### src/rtl/pipeline_slice_chain.sv
// Cascaded valid/ready register slices with skid buffering, synchronous flush and occupancy count.
// MODE 0 registers both directions, MODE 1 registers the forward path only, MODE 2 is pure wiring.
module pipeline_slice_chain #(
  parameter int DATA_WIDTH = 32,
  parameter int STAGES     = 2,
  parameter int MODE       = 0,
  parameter int OCC_W      = $clog2(2*STAGES+1)
) (
  input  logic                  clk,
  input  logic                  rst_n,
  input  logic                  flush,
  input  logic [DATA_WIDTH-1:0] u_data,
  input  logic                  u_valid,
  output logic                  u_ready,
  output logic [DATA_WIDTH-1:0] d_data,
  output logic                  d_valid,
  input  logic                  d_ready,
  output logic [OCC_W-1:0]      occupancy
);

  if (STAGES < 1 || STAGES > 8 || MODE < 0 || MODE > 2) begin : g_cfg_check
    $error("pipeline_slice_chain: unsupported STAGES=%0d MODE=%0d", STAGES, MODE);
  end

  if (MODE == 2) begin : g_bypass
    logic unused_ok;

    assign d_data    = u_data;
    assign d_valid   = u_valid;
    assign u_ready   = d_ready;
    assign occupancy = '0;
    assign unused_ok = &{1'b0, clk, rst_n, flush};
  end else begin : g_reg
    logic [STAGES-1:0]     m_valid;
    logic [DATA_WIDTH-1:0] m_data [STAGES];
    logic [STAGES-1:0]     v_chain;
    logic [DATA_WIDTH-1:0] d_chain [STAGES];
    logic [OCC_W-1:0]      occ_q;
    logic                  in_fire;
    logic                  out_fire;

    // Slice i is fed by the upstream port (i == 0) or by the main register of slice i-1.
    always_comb begin
      v_chain[0] = u_valid;
      d_chain[0] = u_data;
      for (int unsigned i = 1; i < STAGES; i++) begin
        v_chain[i] = m_valid[i-1];
        d_chain[i] = m_data[i-1];
      end
    end

    assign d_valid  = m_valid[STAGES-1] & ~flush;
    assign d_data   = m_data[STAGES-1];
    assign in_fire  = u_valid & u_ready;
    assign out_fire = d_valid & d_ready;

    always_ff @(posedge clk or negedge rst_n) begin
      if (!rst_n) begin
        occ_q <= '0;
      end else if (flush) begin
        occ_q <= '0;
      end else begin
        occ_q <= occ_q + OCC_W'(in_fire) - OCC_W'(out_fire);
      end
    end

    assign occupancy = occ_q;

    if (MODE == 0) begin : g_full
      logic [STAGES-1:0]     s_valid;
      logic [STAGES-1:0]     rdy;
      logic [STAGES-1:0]     nr;
      logic [DATA_WIDTH-1:0] s_data [STAGES];

      always_comb begin
        nr = '0;
        for (int unsigned i = 0; i + 1 < STAGES; i++) begin
          nr[i] = rdy[i+1];
        end
        nr[STAGES-1] = d_ready;
      end

      assign u_ready = rdy[0] & ~flush;

      // rdy tracks !s_valid one edge late so the ready path stays a flop; it reads 0 after reset/flush.
      always_ff @(posedge clk or negedge rst_n) begin
        if (!rst_n) begin
          m_valid <= '0;
          s_valid <= '0;
          rdy     <= '0;
          for (int unsigned i = 0; i < STAGES; i++) begin
            m_data[i] <= '0;
            s_data[i] <= '0;
          end
        end else if (flush) begin
          m_valid <= '0;
          s_valid <= '0;
          rdy     <= '0;
        end else begin
          for (int unsigned i = 0; i < STAGES; i++) begin
            if (!m_valid[i] || nr[i]) begin
              if (s_valid[i]) begin
                m_valid[i] <= 1'b1;
                m_data[i]  <= s_data[i];
                s_valid[i] <= 1'b0;
              end else begin
                m_valid[i] <= v_chain[i] & rdy[i];
                if (v_chain[i] && rdy[i]) begin
                  m_data[i] <= d_chain[i];
                end
              end
              rdy[i] <= 1'b1;
            end else if (v_chain[i] && rdy[i]) begin
              s_valid[i] <= 1'b1;
              s_data[i]  <= d_chain[i];
              rdy[i]     <= 1'b0;
            end else begin
              rdy[i] <= ~s_valid[i];
            end
          end
        end
      end
    end else begin : g_fwd
      logic [STAGES-1:0] slot_rdy;

      // Ready ripples from the downstream end: a slice can accept if it or anything after it has a bubble.
      always_comb begin
        logic run;
        run      = d_ready;
        slot_rdy = '0;
        for (int unsigned k = 0; k < STAGES; k++) begin
          run                    = ~m_valid[STAGES-1-k] | run;
          slot_rdy[STAGES-1-k]   = run;
        end
      end

      assign u_ready = slot_rdy[0] & ~flush;

      always_ff @(posedge clk or negedge rst_n) begin
        if (!rst_n) begin
          m_valid <= '0;
          for (int unsigned i = 0; i < STAGES; i++) begin
            m_data[i] <= '0;
          end
        end else if (flush) begin
          m_valid <= '0;
        end else begin
          for (int unsigned i = 0; i < STAGES; i++) begin
            if (slot_rdy[i]) begin
              m_valid[i] <= v_chain[i];
              if (v_chain[i]) begin
                m_data[i] <= d_chain[i];
              end
            end
          end
        end
      end
    end
  end

endmodule

### config.mk
export PLATFORM = sky130hd
export DESIGN_NAME = pipeline_slice_chain
export DESIGN_NICKNAME = d
export VERILOG_FILES = /design/src/rtl/pipeline_slice_chain.sv
export SDC_FILE = /design/constraint.sdc
export NUM_CORES = 1
export LEC_CHECK = 0
export CORE_AREA = 2 2 109 111
export DETAILED_ROUTE_END_ITERATION = 10
export DIE_AREA = 0 0 111 113
export GPL_ROUTABILITY_DRIVEN = 0
export PLACE_DENSITY = 0.8
export RECOVER_POWER = 100
export SLEW_MARGIN = 15
export SYNTH_ARGS = -nofsm -noshare
export SYNTH_HDL_FRONTEND = slang
export SYNTH_SLANG_ARGS = --single-unit
### constraint.sdc
create_clock -name clk -period 2.1 [get_ports clk]
set_input_delay 0.42 -clock clk [delete_from_list [all_inputs] [get_ports clk]]
set_output_delay 0.42 -clock clk [all_outputs]
set_load 0.02 [all_outputs]
* After elaboration in Yosys (flattened, before gate mapping)
Index checks and enable logic that the tools add are counted.
** Operators by class
- Bitwise logic cells :: 11
- Add/subtract/negate cells :: 2
- Multiplexer cells :: 20
- Reduce and logical (&&, ||, !) cells :: 16
** Operator list (number)
- $mux W32 :: 4
- $mux W1 :: 12
- $reduce_and A3 Y1 :: 4
- $reduce_bool A2 Y1 :: 4
- $and A1 B1 Y1 :: 6
- $mux W2 :: 3
- $reduce_bool A3 Y1 :: 2
- $not A1 Y1 :: 5
- $add A3 B1 Y3 :: 1
- $mux W3 :: 1
- $sub A3 B1 Y3 :: 1
- $logic_and A1 B1 Y1 :: 2
- $logic_not A1 Y1 :: 2
- $logic_or A1 B1 Y1 :: 2
** Word-level totals
- Output and inout port bits :: 37
- Register bits after elaboration :: 137
- Input bits :: 37

* Depth between registers and ports, before layout
Gate-level depths: netlist (run 1).
- Word-level depth :: 6
- Depth in mapped cells :: 10
- Gate-level depth less buffers :: 9

* Least setup slack after synthesis (run 1)
Ideal clock, no wire load.
- Kind :: input -> register
- Start point :: input port flush
- End point :: register g_reg.occ_q[2] (netlist: occupancy[2])
- Cell stages on the path :: 10
- Buffers on the path :: 1
- Slack :: -0.134 ns
- Arrival :: 2.111 ns
- Setup time :: 0.123 ns
- Cell sequence :: buf_2 -> nor2b_1 -> and2_1 -> ha_1 -> inv_1 -> ha_1 -> inv_1 -> fa_1 -> xnor2_1 -> nor2_1
** On the way
- Elaborated cells between the ends (all ways) :: 8
** RTL lines
- start, declared :: line 11 : input logic flush,
- $not A1 Y1 (no source line)
- $and A1 B1 Y1 :: line 52 : assign d_valid = m_valid[STAGES-1] & ~flush;
- named net d_valid :: line 16 : output logic d_valid,
- $and A1 B1 Y1 :: line 55 : assign out_fire = d_valid & d_ready;
- $sub A3 B1 Y3 :: line 63 : occ_q <= occ_q + OCC_W'(in_fire) - OCC_W'(out_fire);
- $mux W3 :: line 60 : end else if (flush) begin
- end signal, assigned :: line 63
- end, declared :: line 38 : logic [OCC_W-1:0] occ_q;
The timed path passes the listed nets, and every way through them passes these cells.
A chain may end at the register's enable or synchronous reset.

* Worst setup path after layout (run 1)
- Start point :: input port u_valid
- End point :: register g_reg.m_data, in the netlist g_reg.d_chain[17]
** On the way
- Word-level cells in the longest chain between the ends :: 3
** RTL lines
- start, declared :: line 13 : input logic u_valid,
- $logic_and A1 B1 Y1 :: line 108 : if (v_chain[i] && rdy[i]) begin
- $reduce_bool A2 Y1 (no source line)
- $reduce_and A3 Y1 (no source line)
- end signal, assigned by index :: line 104 : m_data[i] <= s_data[i];
- end signal, assigned by index :: line 109 : m_data[i] <= d_chain[i];
- end, declared :: line 35 : logic [DATA_WIDTH-1:0] m_data [STAGES];
No other way between the ends.

==> results of run 1 <==
routing by layer:
| layer | global-route usage [%] | vias up |
|---|---|---|
| met5 | 0 | - |
| met4 | 6.83 | 0 |
| met1 | 26.6 | 1756 |
| li1 | - | 1552 |
| met2 | 33.5 | 69 |
| met3 | 5.46 | 14 |
logic make-up after synthesis:
logic type	synth area share, %
adders and majority gates	0.735
buffers and inverters	3.00
xor gates and xnor gates	0.286
DFF	55.9
and+or+nand+nor	2.51
muxes	37.1
AOI/OAI and AO/OA	0.449
power by group:
part	switching (W)	internal, W	leakage, nW	total (W)
Sequential	0.000300	0.00317	1.76	0.00347
Clock	0.00108	0.00200	0.298	0.00308
Combinational	0.000739	0.000925	1.42	0.00166
what timing repair did:
action,CTS,global route
endpoints found under the setup margin,2,0
gates resized for setup,2,0
hold buffers,1,0
buffers inserted,0,0
endpoints found under the hold margin,51,0
cell usage after synthesis (2+ instances only):
master | n | area, µm²
sky130_fd_sc_hd__a21oi_1 | 2 | 10.0
sky130_fd_sc_hd__a21oi_2 | 2 | 17.5
sky130_fd_sc_hd__buf_12 | 3 | 60.1
sky130_fd_sc_hd__buf_2 | 12 | 60.1
sky130_fd_sc_hd__buf_4 | 2 | 15.0
sky130_fd_sc_hd__buf_6 | 3 | 33.8
sky130_fd_sc_hd__dfrtp_1 | 137 | 3430
sky130_fd_sc_hd__ha_1 | 2 | 25.0
sky130_fd_sc_hd__inv_1 | 3 | 11.3
sky130_fd_sc_hd__mux2_1 | 10 | 113
sky130_fd_sc_hd__mux2_2 | 152 | 1710
sky130_fd_sc_hd__mux2_4 | 30 | 450
sky130_fd_sc_hd__nor2_1 | 5 | 18.8
sky130_fd_sc_hd__nor2b_1 | 4 | 25.0
final cells by class:
| cell class | count | area share (%) |
|---|---|---|
| sequential | 137 | 45.2 |
| clock inverter | 13 | 2.33 |
| inverter | 3 | 0.148 |
| tap | 143 | 2.36 |
| clock buffer | 18 | 5.79 |
| multi-input combinational | 221 | 31.8 |
| timing repair buffer | 95 | 12.4 |
worst max-delay path by stage:
stage / startpoint / endpoint / cells after the start
floorplan: flush / occupancy[2]$_DFF_PN0_ / 10
global placement: flush / occupancy[2]$_DFF_PN0_ / 10
detailed placement: flush / occupancy[2]$_DFF_PN0_ / 10
finish: u_valid / g_reg.d_chain[17]$_DFFE_PN0P_ / 6
CTS: flush / u_ready / 4
global route: flush / occupancy[2]$_DFF_PN0_ / 10
worst register-to-register path, stage by stage, from the launching register on:
cell                      delay [ps]
sky130_fd_sc_hd__dfrtp_1         390
sky130_fd_sc_hd__nor2b_4         130
sky130_fd_sc_hd__and2_0          150
sky130_fd_sc_hd__ha_1            280
sky130_fd_sc_hd__inv_1            60
sky130_fd_sc_hd__ha_1            130
sky130_fd_sc_hd__inv_1            50
sky130_fd_sc_hd__fa_1            380
sky130_fd_sc_hd__xnor2_1         160
sky130_fd_sc_hd__nor2_1           50
stage by stage:
step / utilization, % / TNS (ps) / cell area [µm²] / setup slack [ps] / instances
2_1_floorplan: - / 0 / 6140 / 63.0 / 382
3_3_place_gp: 63.6 / -9010 / 7170 / -261 / 598
3_5_place_dp: 63.6 / -9650 / 7170 / -316 / 598
4_1_cts: 69.1 / 0 / 7790 / 92.5 / 630
5_1_grt: 67.3 / 0 / 7590 / 2.28 / 630
6_report: 67.3 / 0 / 7590 / 79.6 / 630
registers in the layout, summed over array words and instances, names as in the netlist:
| name | cells |
|---|---|
| occupancy | 3 |
| g_reg.g_full.rdy | 2 |
| g_reg.g_full.s_data | 64 |
| g_reg.m_valid | 2 |
| d_data | 32 |
| g_reg.d_chain | 32 |
| g_reg.g_full.s_valid | 2 |
==> results.json, run 1 <==
{
  "tritoncts_num_sinks": 137,
  "timing_hold_violations_final": 0,
  "wl_met3_um": 400,
  "ys_warn_count": 0,
  "critPathTopFamily": "buffers and inverters",
  "hold_path_end": "g_reg.g_full.s_data[26]$_DFFE_PN0P_",
  "gr-total-overflow": 0,
  "worstSetupPathType": "primary input to register",
  "final_layout_size_suffix_gt1_share_pct": 43.9,
  "routed_wire_length_per_instance_um": 18.4,
  "critical_path_peak_fanout": 17,
  "worst_ep_required_time_ps": 2390,
  "r2r_slack_ps": 200,
  "portBuffers": 73,
  "die_area_um2": 12500,
  "grt_max_degree": 56,
  "outcome": "finished, final reports clean",
  "register_bit_total_from_synthesis": 137,
  "route.met2.wl_um": 5610,
  "postSynth.asyncResetShare_pct": 100,
  "drt_wl_total_um": 11600,
  "layout_min_cycle_time_ps": 2020,
  "cts_max_path_buffers": 2,
  "initial_core_util_pct": 54.4,
  "power_density_nw_per_um2": 1080,
  "drc_errors": 0,
  "r2r-start": "g_reg.m_valid[1]$_DFFE_PN0N_",
  "timing.hold.ws_ps": 484,
  "die_h_um": 113,
  "die_w_um": 111,
  "synthFlopType": "sky130_fd_sc_hd__dfrtp_1",
  "num_vias": 3391,
  "netlist-cell-type-count": 29,
  "worst-path-buf-inv": 3,
  "holdCritPathClass": "register to register",
  "clk-insertion-delay-late_ps": 420,
  "setup_repair_after_global_routing_missed_its_margin": "false",
  "core_region_area_um2": 11300,
  "grt_pass1_vias": 3836,
  "timing_worst_slew_pin_value_ps": 1280,
  "number_of_nets_in_the_layout": 515,
  "timing.critical_path.from_type": "primary input",
  "finalSetupViolations": 0,
  "layout_fillers": 794,
  "synth_edf_count": 0,
  "fmax_mhz": 495,
  "rr_worst_depth": 9,
  "ant_nets": 0,
  "ctsRootBufferMaster": "sky130_fd_sc_hd__clkbuf_16",
  "post_synth_inst_count": 382,
  "skew_ps": 11.1,
  "h_tree_depth_reported_by_cts": 4,
  "min_from": "g_reg.g_full.s_data[26]$_DFFE_PN0P_",
  "design_power_total_w": 0.00822,
  "multi_input_area_um2": 2410,
  "crit_top_cell": "sky130_fd_sc_hd__clkbuf_4",
  "routedLengthMet1_um": 5410,
  "number_of_buffers_created_by_cts": 17,
  "timing.final.max_slew_violations": 0,
  "antenna_violations_before_repair": 0,
  "synthToLayoutAreaGrowth_pct": 23.8,
  "cp_data_arrival_time_ps": 2310,
  "p_leak_nw": 3.47,
  "maxCapViolations": 0,
  "detail_route.iter0.violations": 84,
  "maxSlewHeadroom_pct": 14.9,
  "min_period_over_period_pct": 96.2,
  "global_route_wire_length_before_repair_um": 20000,
  "crit_path_top_delay_cell": "sky130_fd_sc_hd__dlygate4sd3_1",
  "place_hpwl_um": 7560,
  "crit_path_max_incr_delay_ps": 570,
  "ys_seq_area_share_pct": 55.9,
  "register_area_um2": 3430,
  "reg_to_reg_critical_path_endpoint": "occupancy[2]$_DFF_PN0_",
  "cell_count_of_the_worst_hold_path": 1,
  "syn-mean-instance-area_um2": 16.0,
  "critPathCaptureType": "register",
  "drt_pass1_iterations": 4,
  "syn-num-nets": 422,
  "num_antenna_cells": 0,
  "boundaryPins": 74,
  "std_cell_rows": 39,
  "max_layer_used": "met4",
  "clk_pin_slew_worst_paths_ps": 60,
  "avgViaCountPerCell": 5.38,
  "tritoncts": "done",
  "grt_use_total_pct": 20.4,
  "crit_chain": "dlygate4sd3_1 -> clkbuf_4 -> a21oi_1 -> nor3b_2 -> clkbuf_4 -> mux2_2",
  "synthesis.area_um2": 6130,
  "final_cell_mix": "sky130_fd_sc_hd__mux2_2, sky130_fd_sc_hd__dfrtp_1, sky130_fd_sc_hd__dlygate4sd3_1",
  "ir_drop_worst_case_vdd_v": 0.000726,
  "commonest_non_fill_non_tap_cell_in_the_layout": "sky130_fd_sc_hd__mux2_2"
}
(Power assumes the default switching activity.)
==> inputs of run 2 (changes only) <==
--- a/config.mk
+++ b/config.mk
@@ -5,11 +5,11 @@
 export SDC_FILE = /design/constraint.sdc
 export NUM_CORES = 1
 export LEC_CHECK = 0
-export CORE_AREA = 2 2 109 111
+export CORE_AREA = 5 5 112 114
 export DETAILED_ROUTE_END_ITERATION = 10
-export DIE_AREA = 0 0 111 113
+export DIE_AREA = 0 0 117 119
 export GPL_ROUTABILITY_DRIVEN = 0
-export PLACE_DENSITY = 0.8
+export PLACE_DENSITY = 0.78
 export RECOVER_POWER = 100
 export SLEW_MARGIN = 15
 export SYNTH_ARGS = -nofsm -noshare
==> run 2 against run 1 <==
Net effect: critical path depth is the same; utilization down 0.20 points; maximum frequency is 0.26% lower; cell area grew 0.13%; critical path type unchanged; largest cell class unchanged.
==> results.json, run 2 (synthesis gave the netlist of run 1 again) <==
{
  "outcome": "finished, final reports clean",
  "ir_drop_worst_case_vdd_v": 0.000775,
  "final_cell_mix": "sky130_fd_sc_hd__mux2_2, sky130_fd_sc_hd__dfrtp_1, sky130_fd_sc_hd__dlygate4sd3_1",
  "power_density_nw_per_um2": 1080,
  "clk_pin_slew_worst_paths_ps": 60,
  "num_antenna_cells": 0,
  "tritoncts_num_sinks": 137,
  "p_leak_nw": 3.45,
  "worstSetupPathType": "primary input to register",
  "maxCapViolations": 0,
  "finalSetupViolations": 0,
  "grt_use_total_pct": 18.2,
  "timing_worst_slew_pin_value_ps": 1440,
  "timing.final.max_slew_violations": 0,
  "die_w_um": 117,
  "synthToLayoutAreaGrowth_pct": 23.9,
  "h_tree_depth_reported_by_cts": 4,
  "cts_max_path_buffers": 2,
  "register_area_um2": 3430,
  "design_power_total_w": 0.00824,
  "cp_data_arrival_time_ps": 2310,
  "tritoncts": "done",
  "layout_fillers": 810,
  "die_area_um2": 13900,
  "place_hpwl_um": 7690,
  "holdCritPathClass": "primary input to asynchronous set/reset pin",
  "skew_ps": 6.66,
  "fmax_mhz": 494,
  "initial_core_util_pct": 54.2,
  "core_region_area_um2": 11300,
  "setup_repair_after_global_routing_missed_its_margin": "false",
  "grt_pass1_vias": 3885,
  "ctsRootBufferMaster": "sky130_fd_sc_hd__clkbuf_16",
  "multi_input_area_um2": 2450,
  "grt_max_degree": 59,
  "timing_hold_violations_final": 0,
  "dp.cells": 600,
  "clk-insertion-delay-late_ps": 410,
  "min_period_over_period_pct": 96.5,
  "avgViaCountPerCell": 5.22,
  "largest-register": "g_reg.g_full.s_data",
  "routed_wire_length_per_instance_um": 18.1,
  "antenna_violations_before_repair": 0,
  "die_h_um": 119,
  "post-cts-setup-buffers": 0,
  "layout_min_cycle_time_ps": 2030,
  "num_vias": 3298,
  "commonest_non_fill_non_tap_cell_in_the_layout": "sky130_fd_sc_hd__mux2_2",
  "number_of_buffers_created_by_cts": 17,
  "drt_wl_total_um": 11500,
  "rr_worst_depth": 9,
  "drt_pass1_iterations": 4,
  "timing.hold.ws_ps": 355,
  "global_route_wire_length_before_repair_um": 19600,
  "detail_route.iter0.violations": 82,
  "final_cell_count_no_fill": 632,
  "timing.critical_path.from_type": "primary input",
  "number_of_nets_in_the_layout": 516,
  "ant_nets": 0,
  "critical_path_peak_fanout": 12,
  "gr-total-overflow": 0,
  "boundaryPins": 74,
  "final_cell_utilization_of_the_core_pct": 67.1,
  "maxSlewHeadroom_pct": 4.20,
  "portBuffers": 73,
  "worst_ep_required_time_ps": 2390,
  "largest_register_ffs": 64,
  "std_cell_rows": 39,
  "drc_errors": 0,
  "critPathCaptureType": "register",
  "final_layout_size_suffix_gt1_share_pct": 46.6
}
[run 2: cell count changes in the layout (fill, tap and decap cells not counted), sizes merged]
cell	change
clkdlybuf4s50	+1
clkinv	-1
clkinvlp	+3
dlygate4sd3	-2
buf	-2
clkbuf	+3
[run 2: per-layer routing]
| metal | part of all wire, % | wire (µm) | vias to the layer above | track usage [%] |
|---|---|---|---|---|
| met4 | 0.87 | 100 | 0 | 5.16 |
| li1 | - | - | 1538 | - |
| met5 | 0 | 0 | - | 0 |
| met2 | 51 | 5900 | 58 | 30.2 |
| met1 | 43 | 4940 | 1692 | 23.0 |
| met3 | 4.6 | 532 | 10 | 5.73 |
[run 2: critical path, cell delays in order]
cell and delay (ps):
sky130_fd_sc_hd__clkdlybuf4s50_1 470, sky130_fd_sc_hd__buf_4 210, sky130_fd_sc_hd__or3b_4 440, sky130_fd_sc_hd__nor2_8 110, sky130_fd_sc_hd__clkbuf_4 300, sky130_fd_sc_hd__mux2_1 350
[run 2: what timing repair did]
action,CTS,global route
setup endpoints to repair,2,0
hold buffers,0,0
endpoints found under the hold margin,0,0
gates resized for setup,2,0
[run 2: power by group]
group | total (W) | switching, W | internal [W]
Sequential | 0.00347 | 0.000296 | 0.00317
Combinational | 0.00166 | 0.000734 | 0.000925
Clock | 0.00311 | 0.00113 | 0.00199
[run 2: final timing paths]
check	start	to	slack, ps
worst max-delay path	flush	g_reg.g_full.s_data[18]$_DFFE_PN0P_	70
worst min register to register	g_reg.g_full.s_data[3]$_DFFE_PN0P_	g_reg.g_full.s_data[3]$_DFFE_PN0P_	480
worst max register to register	g_reg.m_valid[1]$_DFFE_PN0N_	occupancy[2]$_DFF_PN0_	200
min in group clk	g_reg.g_full.s_data[3]$_DFFE_PN0P_	g_reg.g_full.s_data[3]$_DFFE_PN0P_	480
worst min-delay path	rst_n	occupancy[1]$_DFF_PN0_	350
max in group asynchronous	rst_n	d_data[23]$_DFFE_PN0P_	440
[run 2: layout make-up]
type	instances	share of cell area [%]
inverter	3	0.148
tap	143	2.36
clock inverter	15	2.65
clock buffer	17	5.60
sequential	137	45.2
timing repair buffer	96	11.9
multi-input combinational	221	32.2
[run 2: metrics by stage]
| stage | area [µm²] | setup slack, ps | TNS, ps |
|---|---|---|---|
| final | 7600 | 74.3 | 0 |
| after global routing | 7600 | 20.3 | 0 |
| after CTS | 7790 | 111 | 0 |
| after detailed placement | 7170 | -296 | -9300 |
| after global placement | 7170 | -263 | -8030 |
| after floorplan | 6140 | 63.0 | 0 |
